===== src/rtl/sdr_mon_pkg.sv =====
// Shared types and address helpers for the SDRAM pin-side command monitor.
// Widths here are the native geometry: 13-bit row, 2-bit bank, 11-bit column.
package sdr_mon_pkg;

    localparam int ROW_W     = 13;
    localparam int BA_W      = 2;
    localparam int COL_W     = 11;
    localparam int ADDR_W    = 26;
    localparam int NUM_BANKS = 4;

    typedef enum logic [2:0] {
        CMD_MRS   = 3'b000,
        CMD_REF   = 3'b001,
        CMD_PRE   = 3'b010,
        CMD_ACT   = 3'b011,
        CMD_WRITE = 3'b100,
        CMD_READ  = 3'b101,
        CMD_BST   = 3'b110,
        CMD_NOP   = 3'b111
    } cmd_e;

    function automatic int unsigned col_width(input logic [1:0] colbits);
        return 32'd8 + {30'd0, colbits};
    endfunction

    // Linear address = {row, ba, col[w-1:0]} right-aligned, upper bits zero.
    function automatic logic [ADDR_W-1:0] addr_pack(
        input logic [ROW_W-1:0] row,
        input logic [BA_W-1:0]  ba,
        input logic [COL_W-1:0] col,
        input logic [1:0]       colbits
    );
        logic [ADDR_W-1:0] addr;
        int unsigned       w;
        w    = col_width(colbits);
        addr = ADDR_W'(col) & ((ADDR_W'(1) << w) - ADDR_W'(1));
        addr = addr | (ADDR_W'(ba) << w) | (ADDR_W'(row) << (w + BA_W));
        return addr;
    endfunction

endpackage


===== src/rtl/sdr_beat_gen.sv =====
// Burst beat generator: sequential/wrapping column counter plus a delay line
// that shifts read beats out by the CAS latency.
module sdr_beat_gen
    import sdr_mon_pkg::*;
#(
    parameter int MAX_CAS = 3
) (
    input  logic                 clk,
    input  logic                 rst_n,
    input  logic                 start,
    input  logic                 start_write,
    input  logic [ROW_W-1:0]     start_row,
    input  logic [BA_W-1:0]      start_ba,
    input  logic [COL_W-1:0]     start_col,
    input  logic                 stop,
    input  logic [NUM_BANKS-1:0] close_mask,
    input  logic [1:0]           colbits,
    input  logic [2:0]           cas,
    input  logic [3:0]           burst_len,
    output logic                 beat_valid,
    output logic                 beat_write,
    output logic [ADDR_W-1:0]    beat_addr,
    output logic                 beat_clash
);
    localparam int CW = $clog2(MAX_CAS + 1);

    logic             active_reg, active_next;
    logic             write_reg, write_next;
    logic [ROW_W-1:0] row_reg, row_next;
    logic [BA_W-1:0]  ba_reg, ba_next;
    logic [COL_W-1:0] col_reg, col_next;
    logic [3:0]       left_reg, left_next;

    logic             emit, emit_write;
    logic [ROW_W-1:0] emit_row;
    logic [BA_W-1:0]  emit_ba;
    logic [COL_W-1:0] emit_col;
    logic [COL_W-1:0] wrap_mask;

    // Stage 0 is the undelayed beat stream; read beats are tapped at stage cas.
    logic              pipe_valid_reg [0:MAX_CAS];
    logic              pipe_write_reg [0:MAX_CAS];
    logic [ADDR_W-1:0] pipe_addr_reg  [0:MAX_CAS];

    logic [CW-1:0] cas_idx;
    logic          wr_hit, rd_hit;

    function automatic logic [COL_W-1:0] wrap_inc(input logic [COL_W-1:0] col,
                                                  input logic [COL_W-1:0] mask);
        return (col & ~mask) | ((col + COL_W'(1)) & mask);
    endfunction

    assign wrap_mask = COL_W'(burst_len) - COL_W'(1);

    always_comb begin
        active_next = active_reg;
        write_next  = write_reg;
        row_next    = row_reg;
        ba_next     = ba_reg;
        col_next    = col_reg;
        left_next   = left_reg;
        emit        = 1'b0;
        emit_write  = write_reg;
        emit_row    = row_reg;
        emit_ba     = ba_reg;
        emit_col    = col_reg;
        if (start) begin
            emit        = 1'b1;
            emit_write  = start_write;
            emit_row    = start_row;
            emit_ba     = start_ba;
            emit_col    = start_col;
            write_next  = start_write;
            row_next    = start_row;
            ba_next     = start_ba;
            col_next    = wrap_inc(start_col, wrap_mask);
            left_next   = burst_len - 4'd1;
            active_next = (burst_len > 4'd1);
        end else if (active_reg) begin
            if (stop || close_mask[ba_reg]) begin
                active_next = 1'b0;
            end else begin
                emit        = 1'b1;
                col_next    = wrap_inc(col_reg, wrap_mask);
                left_next   = left_reg - 4'd1;
                active_next = (left_reg > 4'd1);
            end
        end
    end

    always_ff @(posedge clk or negedge rst_n) begin
        if (!rst_n) begin
            active_reg <= 1'b0;
            write_reg  <= 1'b0;
            row_reg    <= '0;
            ba_reg     <= '0;
            col_reg    <= '0;
            left_reg   <= '0;
            for (int i = 0; i <= MAX_CAS; i++) begin
                pipe_valid_reg[i] <= 1'b0;
                pipe_write_reg[i] <= 1'b0;
                pipe_addr_reg[i]  <= '0;
            end
        end else begin
            active_reg <= active_next;
            write_reg  <= write_next;
            row_reg    <= row_next;
            ba_reg     <= ba_next;
            col_reg    <= col_next;
            left_reg   <= left_next;
            pipe_valid_reg[0] <= emit;
            pipe_write_reg[0] <= emit & emit_write;
            pipe_addr_reg[0]  <= emit ? addr_pack(emit_row, emit_ba, emit_col, colbits) : '0;
            for (int i = 1; i <= MAX_CAS; i++) begin
                pipe_valid_reg[i] <= pipe_valid_reg[i-1];
                pipe_write_reg[i] <= pipe_write_reg[i-1];
                pipe_addr_reg[i]  <= pipe_addr_reg[i-1];
            end
        end
    end

    // Write beats win a collision with a delayed read beat.
    always_comb begin
        if (cas == 3'd0)
            cas_idx = CW'(1);
        else if (cas > 3'(MAX_CAS))
            cas_idx = CW'(MAX_CAS);
        else
            cas_idx = CW'(cas);
        wr_hit     = pipe_valid_reg[0] & pipe_write_reg[0];
        rd_hit     = pipe_valid_reg[cas_idx] & ~pipe_write_reg[cas_idx];
        beat_valid = wr_hit | rd_hit;
        beat_write = wr_hit;
        beat_clash = wr_hit & rd_hit;
        beat_addr  = wr_hit ? pipe_addr_reg[0] : (rd_hit ? pipe_addr_reg[cas_idx] : '0);
    end

endmodule


===== src/rtl/sdr_cmd_addr_decoder.sv =====
// Passive SDRAM command-bus monitor: decodes commands, tracks open rows per bank
// and rebuilds the linear host address of each READ/WRITE and data beat.
module sdr_cmd_addr_decoder
    import sdr_mon_pkg::*;
#(
    parameter int SDR_ROW_W = ROW_W,
    parameter int SDR_BA_W  = BA_W,
    parameter int APP_AW    = ADDR_W,
    parameter int MAX_CAS   = 3
) (
    input  logic                 sdram_clk,
    input  logic                 sdram_resetn,
    input  logic [1:0]           cfg_colbits,
    input  logic [2:0]           cfg_sdr_cas,
    input  logic [3:0]           cfg_burst_len,
    input  logic                 sdr_cs_n,
    input  logic                 sdr_ras_n,
    input  logic                 sdr_cas_n,
    input  logic                 sdr_we_n,
    input  logic [SDR_BA_W-1:0]  sdr_ba,
    input  logic [SDR_ROW_W-1:0] sdr_addr,
    output logic                 txn_valid,
    output logic                 txn_write,
    output logic [APP_AW-1:0]    txn_addr,
    output logic                 beat_valid,
    output logic                 beat_write,
    output logic [APP_AW-1:0]    beat_addr,
    output logic [3:0]           open_mask,
    output logic                 err_act_open,
    output logic                 err_no_row,
    output logic                 err_ref_open,
    output logic                 err_beat_clash
);
    cmd_e                 cmd;
    logic [COL_W-1:0]     col;
    logic [NUM_BANKS-1:0] bank_bit, act_hit, pre_close, close_hit, open_vec;
    logic [SDR_ROW_W-1:0] row_tab [NUM_BANKS];
    logic                 bank_open, is_rw, accept;

    always_comb begin
        cmd       = sdr_cs_n ? CMD_NOP : cmd_e'({sdr_ras_n, sdr_cas_n, sdr_we_n});
        col       = {sdr_addr[11], sdr_addr[9:0]};
        bank_bit  = NUM_BANKS'(1) << sdr_ba;
        bank_open = open_vec[sdr_ba];
        is_rw     = (cmd == CMD_READ) || (cmd == CMD_WRITE);
        accept    = is_rw && bank_open;
        act_hit   = (cmd == CMD_ACT) ? bank_bit : '0;
        pre_close = '0;
        if (cmd == CMD_PRE)
            pre_close = sdr_addr[10] ? '1 : bank_bit;
        // Auto-precharge closes the bank but lets the accepted burst run out.
        close_hit = pre_close | ((accept && sdr_addr[10]) ? bank_bit : '0);
    end

    genvar gi;
    generate
        for (gi = 0; gi < NUM_BANKS; gi++) begin : g_bank
            logic                 open_reg;
            logic [SDR_ROW_W-1:0] row_reg;
            always_ff @(posedge sdram_clk or negedge sdram_resetn) begin
                if (!sdram_resetn) begin
                    open_reg <= 1'b0;
                    row_reg  <= '0;
                end else if (act_hit[gi]) begin
                    open_reg <= 1'b1;
                    row_reg  <= sdr_addr;
                end else if (close_hit[gi]) begin
                    open_reg <= 1'b0;
                end
            end
            assign open_vec[gi] = open_reg;
            assign row_tab[gi]  = row_reg;
        end
    endgenerate

    assign open_mask = open_vec;

    always_ff @(posedge sdram_clk or negedge sdram_resetn) begin
        if (!sdram_resetn) begin
            txn_valid    <= 1'b0;
            txn_write    <= 1'b0;
            txn_addr     <= '0;
            err_act_open <= 1'b0;
            err_no_row   <= 1'b0;
            err_ref_open <= 1'b0;
        end else begin
            txn_valid    <= accept;
            txn_write    <= accept && (cmd == CMD_WRITE);
            txn_addr     <= accept ? addr_pack(row_tab[sdr_ba], sdr_ba, col, cfg_colbits) : '0;
            err_act_open <= (cmd == CMD_ACT) && bank_open;
            err_no_row   <= is_rw && !bank_open;
            err_ref_open <= (cmd == CMD_REF) && (|open_vec);
        end
    end

    sdr_beat_gen #(
        .MAX_CAS(MAX_CAS)
    ) u_beat_gen (
        .clk        (sdram_clk),
        .rst_n      (sdram_resetn),
        .start      (accept),
        .start_write(cmd == CMD_WRITE),
        .start_row  (row_tab[sdr_ba]),
        .start_ba   (sdr_ba),
        .start_col  (col),
        .stop       (cmd == CMD_BST),
        .close_mask (pre_close),
        .colbits    (cfg_colbits),
        .cas        (cfg_sdr_cas),
        .burst_len  (cfg_burst_len),
        .beat_valid (beat_valid),
        .beat_write (beat_write),
        .beat_addr  (beat_addr),
        .beat_clash (err_beat_clash)
    );

endmodule

===== config.mk =====
export PLATFORM = sky130hd
export DESIGN_NAME = sdr_cmd_addr_decoder
export DESIGN_NICKNAME = d
export VERILOG_FILES = /design/src/rtl/sdr_mon_pkg.sv /design/src/rtl/sdr_beat_gen.sv /design/src/rtl/sdr_cmd_addr_decoder.sv
export SDC_FILE = /design/constraint.sdc
export NUM_CORES = 1
export LEC_CHECK = 0
export ABC_AREA = 1
export CORE_ASPECT_RATIO = 0.8
export CORE_MARGIN = 2
export CORE_UTILIZATION = 50
export CTS_BUF_LIST = sky130_fd_sc_hd__clkbuf_16
export DETAILED_ROUTE_END_ITERATION = 10
export PLACE_DENSITY_LB_ADDON = 0.3
export SYNTH_ARGS = -nofsm -noshare
export SYNTH_HDL_FRONTEND = slang
export SYNTH_SLANG_ARGS = --single-unit

===== constraint.sdc =====
create_clock -name sdram_clk -period 2.3 [get_ports sdram_clk]
set_input_delay 0.46 -clock sdram_clk [delete_from_list [all_inputs] [get_ports sdram_clk]]
set_output_delay 0.46 -clock sdram_clk [all_outputs]
set_load 0.02 [all_outputs]

==> metrics.txt <==
# TYPE chip_impl_metric gauge
chip_impl_metric{name="power.leakage",unit="nW"} 6.86
chip_impl_metric{name="post_synth.cell_area_avg",unit="um2"} 8.45
chip_impl_info{name="clock_tree.root_cell",value="sky130_fd_sc_hd__clkbuf_16"} 1
chip_impl_metric{name="post-route-drc-count",unit=""} 0
chip_impl_info{name="cp-end-kind",value="primary output"} 1
chip_impl_metric{name="cellPowerDensity",unit="nW/um2"} 823
chip_impl_metric{name="clkTransAtPathRegs",unit="ps"} 60
chip_impl_info{name="layout.cells.most_common",value="sky130_fd_sc_hd__nand2_1"} 1
chip_impl_metric{name="max_freq",unit="MHz"} 423
chip_impl_metric{name="die_h",unit="um"} 133
chip_impl_metric{name="timing.max_cap.violations",unit=""} 0
chip_impl_metric{name="sequential_to_total_area_share_from_yosys_stat",unit="%"} 55.3
chip_impl_info{name="worstReg2RegEnd",value="u_beat_gen.pipe_addr_reg[91]$_DFF_PN0_"} 1
chip_impl_metric{name="stdcell_count",unit=""} 1699
chip_impl_metric{name="post_synth_mux_area_share",unit="%"} 0
chip_impl_metric{name="finalWorstSetupSlack",unit="ps"} -64.9
chip_impl_metric{name="detailedRoute.firstIterationViolations",unit=""} 975
chip_impl_metric{name="slew_headroom",unit="%"} 56.2
chip_impl_metric{name="globalRouteTotalUtil",unit="%"} 27.5
chip_impl_metric{name="synth_simple_gate_area_share",unit="%"} 29.8
chip_impl_metric{name="critPathArrivalTime",unit="ps"} 1900
chip_impl_metric{name="worst_pin_slew",unit="ps"} 651
chip_impl_metric{name="cts_max_path_buffers",unit=""} 3
chip_impl_info{name="violations",value="negative setup slack"} 1
chip_impl_metric{name="detailed_place_hpwl",unit="um"} 20700
chip_impl_metric{name="routabilityCongestion",unit=""} 0.892
chip_impl_metric{name="number_of_h_tree_branching_levels",unit=""} 1
chip_impl_metric{name="layout-area-overhead-vs-synth",unit="%"} 28.4
chip_impl_info{name="combinational_family_with_the_most_area_after_synthesis",value="simple AND/OR/NAND/NOR gates"} 1
chip_impl_metric{name="worst_hold_path.num_cells",unit=""} 0
chip_impl_info{name="timing.critical_path.from_type",value="flop"} 1
chip_impl_metric{name="total_power",unit="W"} 0.0110
chip_impl_metric{name="fp.dieArea",unit="um2"} 22100
chip_impl_metric{name="route.vias.total",unit=""} 9413
chip_impl_metric{name="share_clk_of_total_power",unit="%"} 33.6
chip_impl_metric{name="grt_pass1_vias",unit=""} 9066
chip_impl_metric{name="comb_power_share",unit="%"} 21.6
chip_impl_metric{name="proportion_of_layout_cells_with_a_drive_suffix_above_1",unit="%"} 14.6
chip_impl_metric{name="synthesis.nets",unit=""} 1273
chip_impl_metric{name="yosys_register_bits",unit=""} 231
chip_impl_metric{name="global_route_wire_length_before_repair",unit="um"} 48600
chip_impl_metric{name="io_buffers",unit=""} 93
chip_impl_metric{name="core.rowCount",unit=""} 47
chip_impl_metric{name="post_dp_cell_area",unit="um2"} 12400
chip_impl_metric{name="netSwitchingFraction",unit="%"} 29.6
chip_impl_metric{name="largest_reg_flops",unit=""} 104
chip_impl_metric{name="synth-warning-count",unit=""} 0
chip_impl_metric{name="num_antenna_cells",unit=""} 0
chip_impl_metric{name="residual_antenna_violating_net_count_after_detailed_routing",unit=""} 0
chip_impl_info{name="launch_instance_of_the_worst_min_delay_path",value="u_beat_gen.pipe_addr_reg[74]$_DFF_PN0_"} 1
chip_impl_metric{name="grt_antenna_before_repair",unit=""} 0
chip_impl_metric{name="layout.cell_area.non_filler",unit="um2"} 13400
chip_impl_metric{name="post_drt_via_cell_ratio",unit=""} 5.54
chip_impl_metric{name="drt-total-wl",unit="um"} 30300
chip_impl_metric{name="clk_latency",unit="ps"} 530
chip_impl_metric{name="switchingPower",unit="W"} 0.00327
chip_impl_metric{name="hold_violations",unit=""} 0
chip_impl_metric{name="fillerInstances",unit=""} 1671
chip_impl_info{name="synth_top_flop_cell",value="sky130_fd_sc_hd__dfrtp_1"} 1
chip_impl_metric{name="post_synth_xor_area_fraction",unit="%"} 1.17
chip_impl_info{name="reg2reg_from",value="g_bank[3].open_reg$_DFFE_PN0P_"} 1
chip_impl_info{name="grt_setup_unrepaired",value="true"} 1
chip_impl_metric{name="setup.reg_to_reg.worst_slack",unit="ps"} 450
chip_impl_metric{name="overflow",unit=""} 0
chip_impl_metric{name="initial_utilization",unit="%"} 50.8
chip_impl_info{name="run_status",value="finished, violations left"} 1
chip_impl_info{name="hold-path-endpoint",value="u_beat_gen.pipe_addr_reg[48]$_DFF_PN0_"} 1
chip_impl_metric{name="post_synth_design_cell_area",unit="um2"} 10400
chip_impl_metric{name="clock_sinks",unit=""} 231
chip_impl_metric{name="clock-skew-final",unit="ps"} 29.2
chip_impl_metric{name="grt_max_degree",unit=""} 70
chip_impl_metric{name="placeableCoreArea",unit="um2"} 20600
chip_impl_metric{name="synthesis.instances",unit=""} 1237
chip_impl_metric{name="distinct_cells_synth",unit=""} 39
chip_impl_metric{name="report.final.setup_viol",unit=""} 2
chip_impl_metric{name="setup_tns",unit="ps"} -78.1
chip_impl_metric{name="irDropWorstVdd",unit="mV"} 0.467
chip_impl_metric{name="asyncSetResetFlopFracSynth",unit="%"} 100
chip_impl_info{name="worstSetupPathType",value="flop to primary output"} 1
chip_impl_metric{name="min_period_over_period",unit="%"} 103
chip_impl_metric{name="seqPwrFrac",unit="%"} 44.8
chip_impl_metric{name="reg2regPathDepth",unit=""} 13
chip_impl_metric{name="wire_per_inst",unit="um"} 17.8
chip_impl_info{name="cts_tree",value="yes"} 1
chip_impl_metric{name="adder_cell_fraction_of_synth_area",unit="%"} 0.718
chip_impl_metric{name="firstDrtPassIters",unit=""} 6
chip_impl_metric{name="p_int",unit="W"} 0.00776
chip_impl_info{name="final_cell_mix",value="390 x sky130_fd_sc_hd__nand2_1, 231 x sky130_fd_sc_hd__dfrtp_1, 182 x sky130_fd_sc_hd__nand3_1"} 1
chip_impl_metric{name="placed_cells",unit=""} 1648
chip_impl_metric{name="period_minus_slack",unit="ps"} 2360
chip_impl_metric{name="die_width",unit="um"} 166
chip_impl_metric{name="design.portCount",unit=""} 94
chip_impl_metric{name="crit_fanout",unit=""} 11
chip_impl_metric{name="number_of_enable_flip_flop_cells_after_synthesis",unit=""} 0
chip_impl_metric{name="cts_made_buffers",unit=""} 23
chip_impl_metric{name="slew_violations",unit=""} 0
chip_impl_info{name="min-delay-path-class",value="flop to flop"} 1
chip_impl_metric{name="synth_compound_gate_area_share",unit="%"} 7.04
chip_impl_metric{name="final_nets",unit=""} 1453
chip_impl_metric{name="worst_ep_required_time",unit="ps"} 1840
==> power by group through the flow <==
stage	Clock (W)	Combinational [W]	Sequential (W)
global placement	0	0.00219	0.00497
detailed placement	0	0.00225	0.00499
finish	0.00371	0.00238	0.00495
floorplan	0	0.00139	0.00490
CTS	0.00375	0.00231	0.00493
global route	0.00393	0.00265	0.00500
==> layout make-up <==
| type | count | area [um2] | area share [%] |
|---|---|---|---|
| well taps | 269 | 337 | 2.51 |
| multi-input cells | 865 | 4070 | 30.4 |
| clock inverters | 15 | 155 | 1.16 |
| flip-flops and latches | 231 | 5780 | 43.1 |
| inverters | 79 | 304 | 2.27 |
| clock buffers | 23 | 576 | 4.29 |
| repair buffers | 217 | 2190 | 16.3 |
==> routing by layer <==
metal  global-route usage, %  vias to the layer above  share of wire, %
met5                       0                        -                 0
met4                    7.63                        0               2.5
met3                    5.05                       68               8.7
met2                    41.4                      474                44
met1                    41.2                     4460                45
li1                        -                     4411                 -
==> worst max-delay path, cell delays in order (launching register included) <==
cell	delay (ps)
sky130_fd_sc_hd__dfrtp_1	370
sky130_fd_sc_hd__inv_2	50
sky130_fd_sc_hd__o311ai_4	300
sky130_fd_sc_hd__buf_12	170
sky130_fd_sc_hd__buf_12	120
sky130_fd_sc_hd__nand2_1	70
sky130_fd_sc_hd__nor2_2	140
sky130_fd_sc_hd__buf_6	150
==> timing repair <==
| action | 4_1_cts | 5_1_grt |
|---|---|---|
| gates resized for setup | 140 | 50 |
| hold buffers | 1 | 0 |
| gates cloned | 3 | 1 |
| buffers inserted | 5 | 3 |
| setup endpoints to repair | 29 | 30 |
| pin swaps | 3 | 3 |
| endpoints found under the hold margin | 64 | 0 |
==> per-stage QoR <==
stage | utilization (%) | worst slack [ps] | hold WS [ps]
after CTS | 64.2 | 5.25 | 353
after global routing | 65.2 | -123 | 369
final | 65.2 | -64.9 | 348
after global placement | 60.4 | -734 | 355
after detailed placement | 60.4 | -815 | 359
after floorplan | - | 75.8 | 164
==> cells in the mapped netlist, types with 3 or more instances <==
| master | n | area, um2 |
|---|---|---|
| sky130_fd_sc_hd__o21ai_2 | 6 | 52.6 |
| sky130_fd_sc_hd__o21ai_0 | 88 | 440 |
| sky130_fd_sc_hd__inv_1 | 70 | 263 |
| sky130_fd_sc_hd__a22o_1 | 10 | 87.6 |
| sky130_fd_sc_hd__clkinv_1 | 5 | 18.8 |
| sky130_fd_sc_hd__dfrtp_1 | 231 | 5780 |
| sky130_fd_sc_hd__buf_2 | 18 | 90.1 |
| sky130_fd_sc_hd__nand2_1 | 392 | 1470 |
| sky130_fd_sc_hd__nand3_1 | 182 | 911 |
| sky130_fd_sc_hd__a21oi_1 | 5 | 25.0 |
| sky130_fd_sc_hd__buf_1 | 9 | 33.8 |
| sky130_fd_sc_hd__nand4_1 | 35 | 219 |
| sky130_fd_sc_hd__buf_4 | 8 | 60.1 |
| sky130_fd_sc_hd__ha_1 | 6 | 75.1 |
| sky130_fd_sc_hd__nor3_1 | 7 | 35.0 |
| sky130_fd_sc_hd__clkbuf_1 | 22 | 82.6 |
| sky130_fd_sc_hd__o22ai_1 | 8 | 50.1 |
| sky130_fd_sc_hd__buf_6 | 5 | 56.3 |
| sky130_fd_sc_hd__and2_1 | 11 | 68.8 |
| sky130_fd_sc_hd__nor2_1 | 81 | 304 |
| sky130_fd_sc_hd__xnor2_1 | 3 | 26.3 |
| sky130_fd_sc_hd__xor2_1 | 11 | 96.3 |
| sky130_fd_sc_hd__inv_2 | 4 | 15.0 |
==> kinds of logic after synthesis <==
| group | count (synthesis) |
|---|---|
| buffers and inverters | 141 |
| xor gates and xnor gates | 14 |
| DFF | 231 |
| AOI/OAI and AO/OA | 126 |
| and+or+nand+nor | 719 |
| adders and majority gates | 6 |
==> worst max-delay path by stage <==
stage / cells after the start / startpoint / endpoint / slack (ps)
after floorplan: 8 / cfg_sdr_cas[1] / err_beat_clash / 80
after global placement: 8 / cfg_sdr_cas[2] / err_beat_clash / -730
after detailed placement: 9 / cfg_sdr_cas[2] / beat_addr[12] / -810
after CTS: 7 / u_beat_gen.pipe_valid_reg[1]$_DFF_PN0_ / beat_addr[20] / 5
after global routing: 7 / u_beat_gen.pipe_valid_reg[1]$_DFF_PN0_ / err_beat_clash / -120
final: 7 / u_beat_gen.pipe_valid_reg[1]$_DFF_PN0_ / err_beat_clash / -60
Note: power is estimated with default switching activity, not from simulation.
